$ cat src/rtl/mem_sync_arbiter.sv
// mem_sync_arbiter
//   Round-robin scheduler sharing one backing-store transfer port among the
//   per-bank cache-sync engines. One bank is granted at a time. The arbiter
//   runs a BEATS-long beat transfer on the shared port, then pulses done[bank]
//   for one cycle.
//
// Ports
//   clk_i, reset_n_i       single rising-edge clock, synchronous active-low reset
//   req_i[NB]              per-bank sync request (level, held until done)
//   req_wb_i[NB]           per-bank direction, 1 = writeback, 0 = fill
//   req_row_i[NB*ADDR]     per-bank DRAM row, bank i at [i*ADDRWIDTH +: ADDRWIDTH]
//   req_crow_i[NB*CH]      per-bank cache row, packed the same way
//   xfer_valid_o/_ready_i  beat handshake on the shared port
//   xfer_wb_o, xfer_bank_o, xfer_row_o, xfer_crow_o, xfer_beat_o
//                          latched transfer descriptor and current beat index
//   done_o[NB]             one-hot, one-cycle completion pulse
//   busy_o                 high whenever the FSM is not idle
//   dbg_state_o            FSM state (0 idle, 1 xfer, 2 done)
//   dbg_rr_ptr_o           round-robin search start pointer
//
// Handshake: a beat transfers on every rising edge where xfer_valid_o and
// xfer_ready_i are both high. Once raised, valid stays high until the last
// beat is accepted, and every xfer_* output holds still while ready is low.

module mem_sync_arbiter #(
  parameter int BGWIDTH   = 2,
  parameter int BAWIDTH   = 2,
  parameter int CHWIDTH   = 5,
  parameter int ADDRWIDTH = 17,
  parameter int BEATS     = 8,
  localparam int BKW      = BGWIDTH + BAWIDTH,
  localparam int NB       = 2 ** BKW,
  localparam int BTW      = $clog2(BEATS)
) (
  input  logic                    clk_i,
  input  logic                    reset_n_i,
  input  logic [NB-1:0]           req_i,
  input  logic [NB-1:0]           req_wb_i,
  input  logic [NB*ADDRWIDTH-1:0] req_row_i,
  input  logic [NB*CHWIDTH-1:0]   req_crow_i,
  output logic                    xfer_valid_o,
  input  logic                    xfer_ready_i,
  output logic                    xfer_wb_o,
  output logic [BKW-1:0]          xfer_bank_o,
  output logic [ADDRWIDTH-1:0]    xfer_row_o,
  output logic [CHWIDTH-1:0]      xfer_crow_o,
  output logic [BTW-1:0]          xfer_beat_o,
  output logic [NB-1:0]           done_o,
  output logic                    busy_o,
  output logic [1:0]              dbg_state_o,
  output logic [BKW-1:0]          dbg_rr_ptr_o
);

  typedef enum logic [1:0] {
    S_IDLE = 2'd0,
    S_XFER = 2'd1,
    S_DONE = 2'd2
  } state_t;

  state_t                 state_q;
  logic [BKW-1:0]         rr_ptr_q;
  logic [NB-1:0]          mask_q;
  logic [BKW-1:0]         bank_q;
  logic                   wb_q;
  logic [ADDRWIDTH-1:0]   row_q;
  logic [CHWIDTH-1:0]     crow_q;
  logic [BTW-1:0]         beat_q;
  logic                   valid_q;
  logic                   busy_q;
  logic [NB-1:0]          done_q;

  // Arbitration result for the current IDLE cycle.
  logic [NB-1:0]          ereq_d;
  logic                   win_found_d;
  logic [BKW-1:0]         win_bank_d;
  logic [BKW-1:0]         scan_idx;

  // Search upward from rr_ptr; the BKW-bit add wraps past NB-1 back to 0.
  // The bank completed in the previous cycle is masked so it cannot be
  // re-granted back-to-back off a still-high request.
  always_comb begin
    ereq_d      = req_i & ~mask_q;
    win_found_d = 1'b0;
    win_bank_d  = '0;
    scan_idx    = '0;
    for (int k = 0; k < NB; k++) begin
      scan_idx = rr_ptr_q + BKW'(k);
      if (!win_found_d && ereq_d[scan_idx]) begin
        win_found_d = 1'b1;
        win_bank_d  = scan_idx;
      end
    end
  end

  always_ff @(posedge clk_i) begin
    if (!reset_n_i) begin
      state_q  <= S_IDLE;
      rr_ptr_q <= '0;
      mask_q   <= '0;
      bank_q   <= '0;
      wb_q     <= 1'b0;
      row_q    <= '0;
      crow_q   <= '0;
      beat_q   <= '0;
      valid_q  <= 1'b0;
      busy_q   <= 1'b0;
      done_q   <= '0;
    end else begin
      done_q <= '0;
      case (state_q)
        S_IDLE: begin
          // The mask only ever covers the first IDLE cycle after DONE.
          mask_q <= '0;
          if (win_found_d) begin
            bank_q   <= win_bank_d;
            wb_q     <= req_wb_i[win_bank_d];
            row_q    <= req_row_i[int'(win_bank_d)*ADDRWIDTH +: ADDRWIDTH];
            crow_q   <= req_crow_i[int'(win_bank_d)*CHWIDTH +: CHWIDTH];
            rr_ptr_q <= win_bank_d + BKW'(1);
            beat_q   <= '0;
            valid_q  <= 1'b1;
            busy_q   <= 1'b1;
            state_q  <= S_XFER;
          end
        end
        S_XFER: begin
          if (xfer_ready_i) begin
            if (beat_q == BTW'(BEATS - 1)) begin
              valid_q <= 1'b0;
              done_q  <= NB'(1) << bank_q;
              state_q <= S_DONE;
            end else begin
              beat_q <= beat_q + BTW'(1);
            end
          end
        end
        S_DONE: begin
          mask_q  <= done_q;
          busy_q  <= 1'b0;
          state_q <= S_IDLE;
        end
        default: state_q <= S_IDLE;
      endcase
    end
  end

  assign xfer_valid_o = valid_q;
  assign xfer_wb_o    = wb_q;
  assign xfer_bank_o  = bank_q;
  assign xfer_row_o   = row_q;
  assign xfer_crow_o  = crow_q;
  assign xfer_beat_o  = beat_q;
  assign done_o       = done_q;
  assign busy_o       = busy_q;
  assign dbg_state_o  = state_q;
  assign dbg_rr_ptr_o = rr_ptr_q;

endmodule

$ cat config.mk
export PLATFORM = sky130hd
export DESIGN_NAME = mem_sync_arbiter
export DESIGN_NICKNAME = d
export VERILOG_FILES = /design/src/rtl/mem_sync_arbiter.sv
export SDC_FILE = /design/constraint.sdc
export NUM_CORES = 1
export LEC_CHECK = 0
export ABC_AREA = 1
export CORE_AREA = 10 10 162 164
export DETAILED_ROUTE_END_ITERATION = 7
export DIE_AREA = 0 0 172 174
export GPL_TIMING_DRIVEN = 0
export PLACE_DENSITY_LB_ADDON = 0.15
export SLEW_MARGIN = 20
export SYNTH_ARGS = -nofsm -noshare
export SYNTH_HDL_FRONTEND = slang
export SYNTH_SLANG_ARGS = --single-unit
$ cat constraint.sdc
create_clock -name clk_i -period 7.8 [get_ports clk_i]
set_input_delay 1.56 -clock clk_i [delete_from_list [all_inputs] [get_ports clk_i]]
set_output_delay 1.56 -clock clk_i [all_outputs]
set_load 0.01 [all_outputs]
======== Word-level counts from Yosys, hierarchy flattened ========
Cells that the tools add are included.
operators by class
  add/sub/neg operators ................... 17
  div/mod/pow operators ................... 0
  eq/ne operators ......................... 7
  reduce and logical (&&, ||, !) cells .... 39
  multiply operators ...................... 2
  mux-type cells .......................... 80
  shifts and indexed selects .............. 3
  order comparisons ....................... 17
  bitwise logic cells ..................... 2
operators by type and width
  kind                                                                  count
  272-bit by 10-bit indexed part select with 17-bit output              1
  4-bit by 5-bit < comparator with 1-bit output, second input constant  17
  80-bit by 8-bit indexed part select with 5-bit output                 1
  1-bit binary-select mux with 4-bit select                             17
  4-bit 2-to-1 mux                                                      16
  1-bit 2-to-1 mux                                                      36
  4-bit adder, second input constant                                    8
  16-bit case mux with 2 select lines                                   1
  4-bit by 3-bit adder with 4-bit output, second input constant         4
  16-bit AND                                                            1
  16-bit NOT                                                            1
  1-bit by 4-bit left shift with 16-bit output, first input constant    1
  1-bit logical AND                                                     15
  1-bit zero test                                                       15
  4-bit AND reduction                                                   3
  4-bit by 5-bit multiplier with 9-bit output, second input constant    1
  3-bit 2-to-1 mux                                                      3
  4-bit by 1-bit adder with 4-bit output, second input constant         2
  4-bit by 2-bit adder with 4-bit output, second input constant         2
  2-bit inequality test, second input constant                          4
  4-bit by 3-bit multiplier with 7-bit output, second input constant    1
  2-bit 2-to-1 mux                                                      3
  3-bit case mux with 2 select lines                                    1
  1-bit case mux with 2 select lines                                    2
  other kinds (9)                                                       11
storage, ports and cells
  memories ................................ 0
  logic and storage cells ................. 178
  bits of input ports ..................... 387
  bits in latches ......................... 0
  output and inout port bits .............. 54
  memory bits (read-only) ................. 0
  RAM bits ................................ 0
  register bits ........................... 70

======== Logic depth before layout (Yosys ltp) ========
  depth after elaboration ................. 52
  gate-level depth with buffers ........... 34
  gate-level depth less buffers ........... 29

======== Worst setup path before layout ========
OpenSTA, ideal clock, no wires.
  kind .................................... input to register
  from .................................... in req_i[5]
  to ...................................... reg rr_ptr_q[2], in the netlist dbg_rr_ptr_o[2]
  stages .................................. 22
  slack ................................... 3.634 ns
  required time ........................... 7.685 ns
  buffers on the path ..................... 2
  setup time .............................. 0.115 ns
  data arrival time ....................... 4.051 ns
  path through ............................ nand3_1 nand3_1 nand3_1 nand3_1 nand2_4 nand4_2 nor2_4 nand4_2 nor2_2 nand4_1 nor2_2 nand3_2 inv_2 nand2_1 o21ai_1 nand2_1 buf_4 buf_2 ha_1 xor2_1 o21ai_0 inv_1
on the way
  cells in the longest elaborated chain, start to end .. 50
  elaborated cells on any way between the ends .. 97
  those cells by class .................... add/sub: 1; mux: 64; bitwise: 1; reduce/logical: 31
RTL lines
  item                                        line  source
  from (decl)                                 37    input logic [NB-1:0] req_i,
  16-bit AND (*)                              82    ereq_d = req_i & ~mask_q;
  1-bit binary-select mux with 4-bit select   88    if (!win_found_d && ereq_d[scan_idx]) begin
  1-bit 2-to-1 mux (implied by the code)      88
  1-bit 2-to-1 mux                            88
  1-bit zero test                             88
  1-bit logical AND                           88
  1-bit 2-to-1 mux                            88
  1-bit zero test                             88
  (+35 left out)                              -
  1-bit zero test                             88
  1-bit logical AND                           88
  1-bit 2-to-1 mux                            88
  1-bit zero test                             88
  1-bit logical AND                           88
  4-bit 2-to-1 mux (*)                        88
  named net win_bank_d[1]                     75    logic [BKW-1:0] win_bank_d;
  4-bit by 1-bit adder with 4-bit output (*)  119   rr_ptr_q <= win_bank_d + BKW'(1);
  to (signal assigned)                        119
  to (decl)                                   61    logic [BKW-1:0] rr_ptr_q;
Mark *: on every way through the listed nets, which the timed path passes. The rest lies on a longest branch. The select of a mux whose other input is x is not followed.
A chain may end at the register's enable or synchronous reset.

======== Worst setup path after layout ========
  from .................................... in req_i[9]
  to ...................................... reg row_q[12], in the netlist xfer_row_o[12]
on the way
  cells in the longest elaborated chain, start to end .. 51
  elaborated cells on any way between the ends .. 98
  those cells by class .................... mul: 1; shift: 1; mux: 64; bitwise: 1; reduce/logical: 31
RTL lines
  item                                                      line  source
  16-bit AND (*)                                            82
  1-bit binary-select mux with 4-bit select                 88
  1-bit 2-to-1 mux (implied by the code)                    88
  1-bit 2-to-1 mux                                          88
  1-bit zero test                                           88
  1-bit logical AND                                         88
  1-bit 2-to-1 mux                                          88
  1-bit zero test                                           88
  (+35 left out)                                            -
  1-bit zero test                                           88
  1-bit logical AND                                         88
  1-bit 2-to-1 mux                                          88
  1-bit zero test                                           88
  1-bit logical AND                                         88
  4-bit 2-to-1 mux                                          88
  4-bit by 5-bit multiplier with 9-bit output               117   row_q <= req_row_i[int'(win_bank_d)*ADDRWIDTH +: ADDRWIDTH];
  272-bit by 10-bit indexed part select with 17-bit output  117
  to (signal assigned)                                      117
  to (decl)                                                 65    logic [ADDRWIDTH-1:0] row_q;
Mark *: on every way between the ends. The rest lies on a longest branch, timed or not. The select of a mux whose other input is x is not followed.

==> reports/summary.md <==
The run finished with clean final reports. Counting the fill cells in the layout gives 2398. Library cell appearing most often on the critical path: sky130_fd_sc_hd__nand3_1. The clock passes through at most 2 buffers. The startpoint-to-endpoint class of the critical path was input port to flop. The logs give 0 for the number of hold violations in the final report and 5.75 ns for the arrival time of the worst setup path.

In this run the core area contains 56 standard-cell rows. The number of hold-repair buffers added at the cts stage was 0; the shortest clock period the worst path allows after layout was 5.52 ns. Buffers inserted during clock tree synthesis total 9. The final-report max-slew violation count is 0, and the number of synthesized flops with an enable pin is 0. sky130_fd_sc_hd__nand3_1 takes more of the synthesized area than any other cell.

Worst hold-check path type: flop to flop. Once detail routing completed, the nets flagged for antenna violations numbered 0. The wire length per cell after detailed routing is 22.9 µm. Grouping stages by cell kind, the critical path spends the most delay in simple AND/OR/NAND/NOR gates. The clock-pin transition on the worst setup and hold timing paths was 0.06 ns.

The worst setup path is launched from an input port. The signal on the critical path passes through clkdlybuf4s50_1 -> nand3_1 -> nand3_1 -> nand3_1 -> nand3_1 -> nand2_1 -> nand3_2 -> nor2_2 -> nand4_1 -> nor2_2 -> nand4_2 -> nor2_4 -> nand3_1 -> nor2_1 -> nand3_1 -> nand4_2 -> clkbuf_1 -> nand3_1 -> nand2_1 -> nand2_1 -> nand3_1 -> nand3_1 -> nand2_1 -> inv_1. The post-CTS setup buffer count was 0.

Clock latency on the worst-skew pair: 0.33 ns. The mapped netlist covers 8570 µm². Across all layers, the routed design uses 13000 vias. The tools report the count of max-cap constraint violations as 0.

The portion of synthesized cell area occupied by the leading cell type is 29.1%, and the layout-stage area growth over the synthesis result is 59.3%. The slew at the pin closest to its max-slew limit is 0.884 ns, and the number of warnings printed during yosys synthesis is 0. Number of vias per cell after detailed routing: 5.49.

For the number of global-route vias before repair, the log shows 12200. The first global-routing pass estimated 78000 µm of wire. The critical path's largest stage delay came out at 0.69 ns. Sequential cells were found to cover 16.4% of the synthesized design area. The number of buffer cells added on primary ports is 439.

The initial core utilization is 37.0%, and the count of cell types in the netlist is 41. The number of buffers and inverters on the critical path is 3. The detailed router finished its first iteration with 1309 violations.

Leading cell type in the layout, fill and taps excluded: sky130_fd_sc_hd__nand2_1. Synthesis produced a netlist with a net count of 2010. By area the synthesized netlist is led by sky130_fd_sc_hd__nand3_1 29%, sky130_fd_sc_hd__nand2_1 27%, sky130_fd_sc_hd__dfxtp_1 16%. The cell sitting at the root of the clock tree is a sky130_fd_sc_hd__clkbuf_16.

The synthesized design contains 70 register bits. The clock arrives with 0.00775 ns of skew. The run gives 1.02 as the routability congestion estimate from global placement. The overall global routing resource usage is 34.5%, and the die height is 174 µm. In this run the tightest slew margin relative to its limit is 41.0%.

The library cells used most frequently in the layout, excluding fill and tap cells, are 618 x sky130_fd_sc_hd__nand2_1, 498 x sky130_fd_sc_hd__nand3_1, 439 x sky130_fd_sc_hd__clkdlybuf4s50_1. Entering global routing, the biggest net connects 14 pins. The total area inside the core boundary comes to 23100 µm². In this run the count of I/O pins placed on the die edge is 441. Critical path's slowest cell: sky130_fd_sc_hd__clkbuf_1. Average cell area after synthesis: 5.31 µm².

In this run, post-CTS repair resized a total of 0 instances. After detailed routing, the number of remaining DRC violations is 0. The net count of the finished layout came out at 2460. Setup repair after global routing left no endpoint under its margin. Timing would allow up to 0.181 GHz. The first TritonRoute pass finished after 6 iterations. The final total negative setup slack is 0 ns. Number of antenna violations at the first check in global routing: 9. The worst path uses 70.7% of the clock period.

In this run the number of H-tree levels came out at 3. The worst setup path is captured at a flop. From left edge to right edge, the die measures 172 µm. Of the cells placed in the final design, the portion with a size suffix greater than 1 is 6.96%.

The die covers 29900 µm². The most instantiated flip-flop cell in the synthesis netlist was sky130_fd_sc_hd__dfxtp_1. Setup violations remaining at the end of the flow were counted as 0. Overall overflow remaining after global route: 0. Wires add up to 54100 µm.

For the worst setup path, the data required time is 8.03 ns. In the synthesized netlist, the number of instances is 1613. Along the worst path, the maximum fanout reaches 10. TritonCTS built the clock tree. After legalization and detailed placement, the total HPWL measured 46000 µm.

The proportion of synthesized flip-flops having asynchronous set or reset is 0%, and the number of sinks handled by clock tree synthesis is 70.
[per-stage QoR]
step / util (%) / hold slack, ns / setup slack (ns) / instances / area [µm²]
floorplan: - / 0.436 / 3.63 / 1613 / 8570
global placement: 57.6 / 0.447 / 2.19 / 2342 / 13300
detailed placement: 57.6 / 0.448 / 2.15 / 2342 / 13300
CTS: 58.9 / 0.455 / 2.48 / 2358 / 13600
global route: 59.0 / 0.473 / 1.99 / 2365 / 13600
finish: 59.0 / 0.454 / 2.28 / 2366 / 13600
[Yosys cell counts (7+ instances only)]
| cell | number |
|---|---|
| sky130_fd_sc_hd__a21oi_1 | 31 |
| sky130_fd_sc_hd__o21ai_0 | 13 |
| sky130_fd_sc_hd__inv_2 | 7 |
| sky130_fd_sc_hd__buf_4 | 16 |
| sky130_fd_sc_hd__inv_1 | 116 |
| sky130_fd_sc_hd__nand3b_1 | 30 |
| sky130_fd_sc_hd__clkbuf_1 | 19 |
| sky130_fd_sc_hd__nand2_1 | 618 |
| sky130_fd_sc_hd__nand3_1 | 498 |
| sky130_fd_sc_hd__nor2_1 | 44 |
| sky130_fd_sc_hd__o21ai_1 | 7 |
| sky130_fd_sc_hd__ha_1 | 10 |
| sky130_fd_sc_hd__buf_2 | 69 |
| sky130_fd_sc_hd__nand4_1 | 9 |
| sky130_fd_sc_hd__dfxtp_1 | 70 |
[final timing paths]
path,start,endpoint,slack [ns],cells past startpoint
worst max-delay path,req_i[9],xfer_row_o[12]$_SDFFE_PN0P_,2.28,24
worst min-delay path,mask_q[9]$_SDFFE_PN0P_,mask_q[9]$_SDFFE_PN0P_,0.45,2
worst max register to register,dbg_rr_ptr_o[1]$_SDFFE_PN0P_,xfer_row_o[12]$_SDFFE_PN0P_,2.38,28
worst min register to register,mask_q[9]$_SDFFE_PN0P_,mask_q[9]$_SDFFE_PN0P_,0.45,2
[sequential cells by signal, summed over array words and instances, names as in the netlist, 2 cells and up]
register,count
xfer_row_o,17
done_o,16
mask_q,16
xfer_crow_o,5
dbg_rr_ptr_o,4
xfer_bank_o,4
xfer_beat_o,3
dbg_state_o,2
[worst reg2reg max path, delay by kind of cell (launching register included)]
| family | cells | cell delay [ns] |
|---|---|---|
| AND/OR/NAND/NOR | 20 | 2.77 |
| buffers and inverters | 7 | 1.65 |
| flip-flops | 1 | 0.50 |
| adder cells (fa/ha/maj) | 1 | 0.38 |
[per-layer routing]
metal  track usage [%]  up-vias  wire (µm)
li1                  -     6176          -
met1              39.4     5972      19900
met2              60.9      724      27000
met3              8.11      105       5210
met4              12.1        2       2100
met5                 0        -         13
[cell type report]
type                            instances  area (µm²)  share of cell area (%)
Sequential cell                        70        1400                    10.3
Multi-Input combinational cell       1305        6080                    44.6
Tap cell                              290         363                    2.66
Timing Repair Buffer                  439        4390                    32.2
Clock inverter                          7        75.1                   0.550
Clock buffer                            9         225                    1.65
Antenna cell                            8        20.0                   0.147
Buffer                                112         613                    4.49
Inverter                              126         473                    3.47
[kinds of logic (layout without fill, tap and decap cells)]
kind of cell	Yosys count	in the layout	synth area share, %
DFF	70	70	16.4
adders and majority gates	10	10	1.46
other	0	8	0
and+or+nand+nor	1223	1223	63.8
xor gates and xnor gates	11	11	1.74
AOI/OAI and AO/OA	61	61	3.91
buffers and inverters	238	693	12.7
Power is left out: the tool's default activity adds up to more than one toggle a clock period on the data nets, which glitch-free logic cannot reach.
